File: config.mk
export PLATFORM = sky130hd
export DESIGN_NAME = mem_arbiter
export DESIGN_NICKNAME = d
export VERILOG_FILES = /design/src/rtl/mem_arbiter.sv
export SDC_FILE = /design/constraint.sdc
export NUM_CORES = 1
export LEC_CHECK = 0
export CAP_MARGIN = 20
export CORE_AREA = 2 2 106 108
export CTS_CLUSTER_DIAMETER = 150
export DETAILED_ROUTE_END_ITERATION = 7
export DIE_AREA = 0 0 108 110
export PLACE_DENSITY = 0.72
export SLEW_MARGIN = 20
export SYNTH_ARGS = -nofsm -noshare
export SYNTH_HDL_FRONTEND = slang
export SYNTH_SLANG_ARGS = --single-unit
File: constraint.sdc
create_clock -name CLK -period 3.35 [get_ports CLK]
set_input_delay 0.335 -clock CLK [delete_from_list [all_inputs] [get_ports CLK]]
set_output_delay 0.335 -clock CLK [all_outputs]
set_load 0.1 [all_outputs]
File: src/rtl/mem_arbiter.sv
// Shares the single RAM port between instruction fetch and data memory.
// Data has fixed priority, except when a fetch has waited through STARVE_MAX data grants.
module mem_arbiter #(
  parameter int unsigned STARVE_MAX = 4
) (
  input  logic        CLK,
  input  logic        RST,
  input  logic        iREN,
  input  logic [31:0] iaddr,
  output logic        ihit,
  output logic [31:0] iload,
  input  logic        dREN,
  input  logic        dWEN,
  input  logic [31:0] daddr,
  input  logic [31:0] dstore,
  output logic        dhit,
  output logic [31:0] dload,
  output logic        ramREN,
  output logic        ramWEN,
  output logic [31:0] ramaddr,
  output logic [31:0] ramstore,
  input  logic [31:0] ramload,
  input  logic [1:0]  ramstate,
  output logic [7:0]  err_count
);

  localparam int SW_RAW = $clog2(STARVE_MAX + 1);
  localparam int SW     = (SW_RAW > 3) ? SW_RAW : 3;

  localparam logic [SW-1:0] STARVE_LIM = SW'(STARVE_MAX);

  localparam logic [1:0] RAM_FREE   = 2'd0;
  localparam logic [1:0] RAM_BUSY   = 2'd1;
  localparam logic [1:0] RAM_ACCESS = 2'd2;
  localparam logic [1:0] RAM_ERROR  = 2'd3;

  typedef enum logic [1:0] {
    IDLE = 2'd0,
    IGNT = 2'd1,
    DGNT = 2'd2
  } state_e;

  state_e        state_q, state_d;
  logic [SW-1:0] dstreak_q, dstreak_d;
  logic [7:0]    err_q, err_d;

  logic dreq;
  logic starve;
  logic ram_ok;
  logic ram_err;

  assign dreq    = dREN | dWEN;
  assign starve  = iREN && (dstreak_q >= STARVE_LIM);
  assign ram_ok  = (ramstate == RAM_ACCESS);
  assign ram_err = (ramstate == RAM_ERROR);

  assign iload     = ramload;
  assign dload     = ramload;
  assign err_count = err_q;

  always_comb begin
    state_d  = state_q;
    ihit     = 1'b0;
    dhit     = 1'b0;
    ramREN   = 1'b0;
    ramWEN   = 1'b0;
    ramaddr  = 32'd0;
    ramstore = 32'd0;

    unique case (state_q)
      IDLE: begin
        if (dreq && !starve) begin
          state_d = DGNT;
        end else if (iREN) begin
          state_d = IGNT;
        end
      end

      IGNT: begin
        ramREN  = iREN;
        ramaddr = iaddr;
        if (!iREN) begin
          state_d = IDLE;
        end else if (ram_ok) begin
          ihit    = 1'b1;
          state_d = IDLE;
        end
      end

      DGNT: begin
        // A simultaneous read and write is resolved as a write.
        ramWEN   = dWEN;
        ramREN   = dREN & ~dWEN;
        ramaddr  = daddr;
        ramstore = dstore;
        if (!dreq) begin
          state_d = IDLE;
        end else if (ram_ok) begin
          dhit    = 1'b1;
          state_d = IDLE;
        end
      end

      default: begin
        state_d = IDLE;
      end
    endcase
  end

  always_comb begin
    err_d = err_q;
    if (state_q != IDLE && ram_err) begin
      if ((state_q == IGNT && iREN) ||
          (state_q == DGNT && dreq)) begin
        if (err_q != 8'hFF) begin
          err_d = err_q + 8'd1;
        end
      end
    end
  end

  always_comb begin
    dstreak_d = dstreak_q;
    if (ihit) begin
      dstreak_d = '0;
    end else if (dhit) begin
      if (!iREN) begin
        dstreak_d = '0;
      end else if (dstreak_q != {SW{1'b1}}) begin
        dstreak_d = dstreak_q + SW'(1);
      end
    end
  end

  always_ff @(posedge CLK) begin
    if (RST) begin
      state_q   <= IDLE;
      dstreak_q <= '0;
      err_q     <= 8'd0;
    end else begin
      state_q   <= state_d;
      dstreak_q <= dstreak_d;
      err_q     <= err_d;
    end
  end

  logic unused_ok;
  assign unused_ok = (ramstate == RAM_FREE) | (ramstate == RAM_BUSY);

endmodule

== Yosys cells after proc, flatten, opt, wreduce, memory -nomap -nowiden ==
Index checks and enable logic that the tools add are counted.
W data, S select, Z words.
Word-level totals
  logic and storage cells: 46
  output and inout bits: 140
  flip-flop bits (word level): 13
  input bits: 135
Operators by class
  order comparisons: 1
  multiplexer cells: 17
  reductions and logical operators: 12
  add/subtract/negate cells: 2
  bitwise gates (word level): 3
  equality and inequality tests: 8
Operators by type and width (number)
  $pmux W32 S2: 1
  $mux W32: 1
  $mux W2: 5
  $add A8 B1 Y8 const B: 1
  $ne A8 B8 Y1 const B: 1
  $eq A2 B2 Y1 const B: 3
  $mux W1: 6
  $mux W3: 2
  $ne A3 B3 Y1 const B: 2
  $pmux W2 S3: 1
  $logic_and A1 B1 Y1: 5
  $add A3 B1 Y3 const B: 1
  $ge A3 B3 Y1 const B: 1
  $reduce_and A3 Y1: 1
  $eq A2 B1 Y1 const B: 1
  $logic_not A2 Y1: 1
  $ne A2 B1 Y1 const B: 1
  $pmux W1 S2: 1
  $reduce_and A2 Y1: 1
  $reduce_bool A2 Y1: 1
  $reduce_or A2 Y1: 1
  $and A1 B1 Y1: 1
  $logic_not A1 Y1: 1
  $logic_or A1 B1 Y1: 1
  other kinds (2): 2

== Depth between registers and ports, before layout ==
  depth after elaboration: 6
  gate-level depth with buffers: 8

== Worst setup path after synthesis ==
Ideal clock, no wire load.
  path kind: flip-flop to output port
  start point: register state_q[0]
  end point: output ramaddr[11]
  stages on the path, launching flop included: 7
  required time: 3015 ps
  slack: 417 ps
  arrival: 2598 ps
  path through: dfxtp_1 > inv_1 > ha_1 > clkbuf_1 > clkbuf_1 > a22oi_1 > nor2b_1
On the way
  cells in the longest elaborated chain, start to end: 2
RTL lines
  start, declared: RTL line 43  | state_e state_q, state_d;
  start signal, assigned: RTL line 141  | state_q <= state_d;
  $eq A2 B2 Y1 or $eq A2 B1 Y1 (tied branches): RTL line 70  | unique case (state_q)
  $pmux W32 S2 (*): RTL line 70
  end, declared: RTL line 20  | output logic [31:0] ramaddr,
Every way passes the cells marked *; elsewhere a longest branch is shown, timed or not.

== Final worst setup path ==
  start point: register state_q[0]
  end point: output ramaddr[29]
Same word-level chain as after synthesis.

==> qor.csv <==
stage,metric,value,unit
status,outcome,completed,
place,GP Congestion,0.8405,
sta,Fin Setup TNS,0,ps
sta,setup ws final,804.5,ps
setup_path,reg2reg setup slack,1020,ps
global_route,initial antenna violation count,0,
finish,Final Util,30.71,%
min_path,Min-Delay Path Class,register to register,
yosys,cells after synthesis,271,
clocking,Resized Gates After CTS,0,
setup_path,required time of the worst setup path,3010,ps
yosys,"Avg Cell Area, Syn",7.272,µm²
finish,ANT cells,0,
setup_path,worst endpoint data arrival time,2210,ps
sta,Worst Max-Slew Pin Slew,969.6,ps
sta,post-layout min period,2546,ps
clocking,clk_lat worst skew,240,ps
clocking,hold_buf cts,0,
setup_path,Critical Path Source Type,register,
flow_run,number of max-cap violations,0,
die,starting density of the core,18.42,%
finish,share of post-route cells with drive strength above 1,20.86,%
place,port buffer count,178,
sta,period utilization,75.99,%
sta,skew final,4.739,ps
die,Die Y,110,µm
route,routed wire length,8439,µm
place,DP HPWL,6825,µm
yosys,"FFs w/ async S/R, synth",0,%
finish,non-filler instance count after layout,514,
yosys,post-synth cell types,38,
place,DP Worst Slack,1002,ps
yosys,Post-Syn Nets,413,
power,worst ir drop on vdd,0.1765,mV
sta,Max Slew Vio Count,0,
finish,fillers,1138,
die,die area,11880,µm²
route,drt drc,0,
route,drt first-iter violations,129,
global_route,first-pass GRT wire length,11620,µm
clocking,CTS Buffer Depth,2,
setup_path,Setup CP Type,register to output port,
yosys,synthesized cell area,1971,µm²
sta,final hold slack,510.8,ps
route,Vias,2260,
yosys,ys flop type,dfxtp_1,
power,pwr dens,288.4,nW/µm²
sta,final hold vios,0,
global_route,vias in the first global route,2214,
setup_path,Worst Path Max Fanout,36,
route,Pre-antenna DRT Iters,6,
die,Boundary Pins,275,
clocking,post-CTS setup buffer count,0,
setup_path,CP Launch Point,state_q[0],
global_route,global route overflow,0,
clocking,CTS tree,built,
finish,Layout area overhead,66.73,%
clocking,CTS HTree Levels,1,
yosys,"EDFF count, synth",0,
finish,NumNets Final,517,
setup_path,Worst R2R Start,state_q[0],
min_path,hold path start,state_q[1],
die,Core Box Area,10700,µm²
sta,max frequency,392.8,MHz
route,Routed Antenna Nets,0,
yosys,yosys warns,0,
clocking,clock slew at reported path FFs,50,ps
sta,RSZ-0062 raised after global routing,false,
global_route,largest net degree at the start of global routing,37,
global_route,GRT Total Usage,12.15,%
route,Vias/cell,4.397,
die,# rows,38,
clocking,Num CTS Buffers,3,
die,Die Wd,108,µm
place,Cells after DPL,510,
clocking,CTS sink count,13,
sta,worst rel slew slack,35.16,%
route,Wirelength per Cell,16.42,µm
yosys,Synth Register Bits,13,
setup_path,Crit. End Element,output port,
power,leak pwr,1.268,nW
clocking,clock root buffer master,clkbuf_8,
sta,final setup vio count,0,
yosys,sequential fraction of the synthesis area,13.21,%
==> through the flow <==
stage	total power, mW	instance area [µm²]
final	0.9475	3286
after global routing	0.9829	3286
after CTS	0.9555	3286
after detailed placement	0.8089	3241
after global placement	0.8081	3241
after floorplan	0.9518	1971
==> layout make-up <==
type                    count  area, µm²  area share [%]
repair buffers            180       1639           49.89
clock buffers               4      45.04           1.371
multi-input cells         171       1144           34.81
flip-flops and latches     13      260.3           7.921
well taps                 140      175.2           5.331
inverters                   6      22.52          0.6855
==> flip-flops by register name (all words and copies together) (netlist names) <==
| register | cells |
|---|---|
| err_count | 8 |
| dstreak_q | 3 |
| state_q | 2 |
==> power breakdown <==
part / internal (mW) / total (mW) / leakage (nW) / switching, mW
clock: 0.0840 / 0.141 / 0.0228 / 0.0568
combinational: 0.214 / 0.647 / 1.14 / 0.433
sequential: 0.157 / 0.159 / 0.105 / 0.00245
==> worst max-delay path, cell delays in order, from the launching register on <==
cell and delay [ps]:
dfxtp_1 340, inv_1 90, ha_2 470, buf_4 420, a22oi_1 150, nor2b_1 170, buf_4 310
==> synth_stat cells, types with 2 or more instances <==
cell	n	area, µm²
buf_4	64	480.5
or3_1	2	12.51
nand2b_1	3	18.77
or4_1	3	22.52
clkbuf_1	14	52.55
nor2b_1	34	212.7
buf_2	2	10.01
nand3_1	4	20.02
nand2_1	6	22.52
inv_1	6	22.52
a21oi_1	7	35.03
dfxtp_1	13	260.3
o21ai_0	4	20.02
nor2_1	10	37.54
and2_1	34	212.7
a211oi_1	2	15.01
a22oi_1	34	255.2
o31ai_1	3	22.52
ha_1	7	87.58
==> cells by family (layout without fill, tap and decap cells) <==
family	Yosys count	count (layout)	share of synthesized area [%]
AOI/OAI and AO/OA	59	59	21.33
muxes	2	2	1.079
buffers and inverters	87	190	28.89
and+or+nand+nor	103	103	31.05
DFF	13	13	13.21
adders and majority gates	7	7	4.444
==> placed cells by master (no fill, tap or decap), drive strengths merged, types with 2 or more instances in the layout <==
cell type / count
clkdlybuf4s50: 110
buf: 70
a22oi: 34
nor2b: 34
and2: 34
dfxtp: 13
nor2: 10
a21oi: 7
ha: 7
inv: 6
nand2: 6
o21ai: 5
nand3: 4
clkbuf: 4
nand2b: 3
or4: 3
o31ai: 3
a211oi: 2
or3: 2
nor4: 2
==> worst paths after layout <==
check | end | depth (start not counted)
worst min register to register | state_q[1] | 2
worst max-delay path | ramaddr[29] | 6
worst min-delay path | state_q[1] | 2
worst max register to register | err_count[4] | 6
==> routing by layer <==
metal	part of all wire, %	vias up	GRT usage (%)	wire, µm
met1	38	1063	14.09	3176
met3	9.9	12	3.292	836
met2	51	120	22.24	4330
met5	0	-	0	0
li1	-	1065	-	-
met4	1.1	0	2.839	95
(Power assumes the default switching activity.)
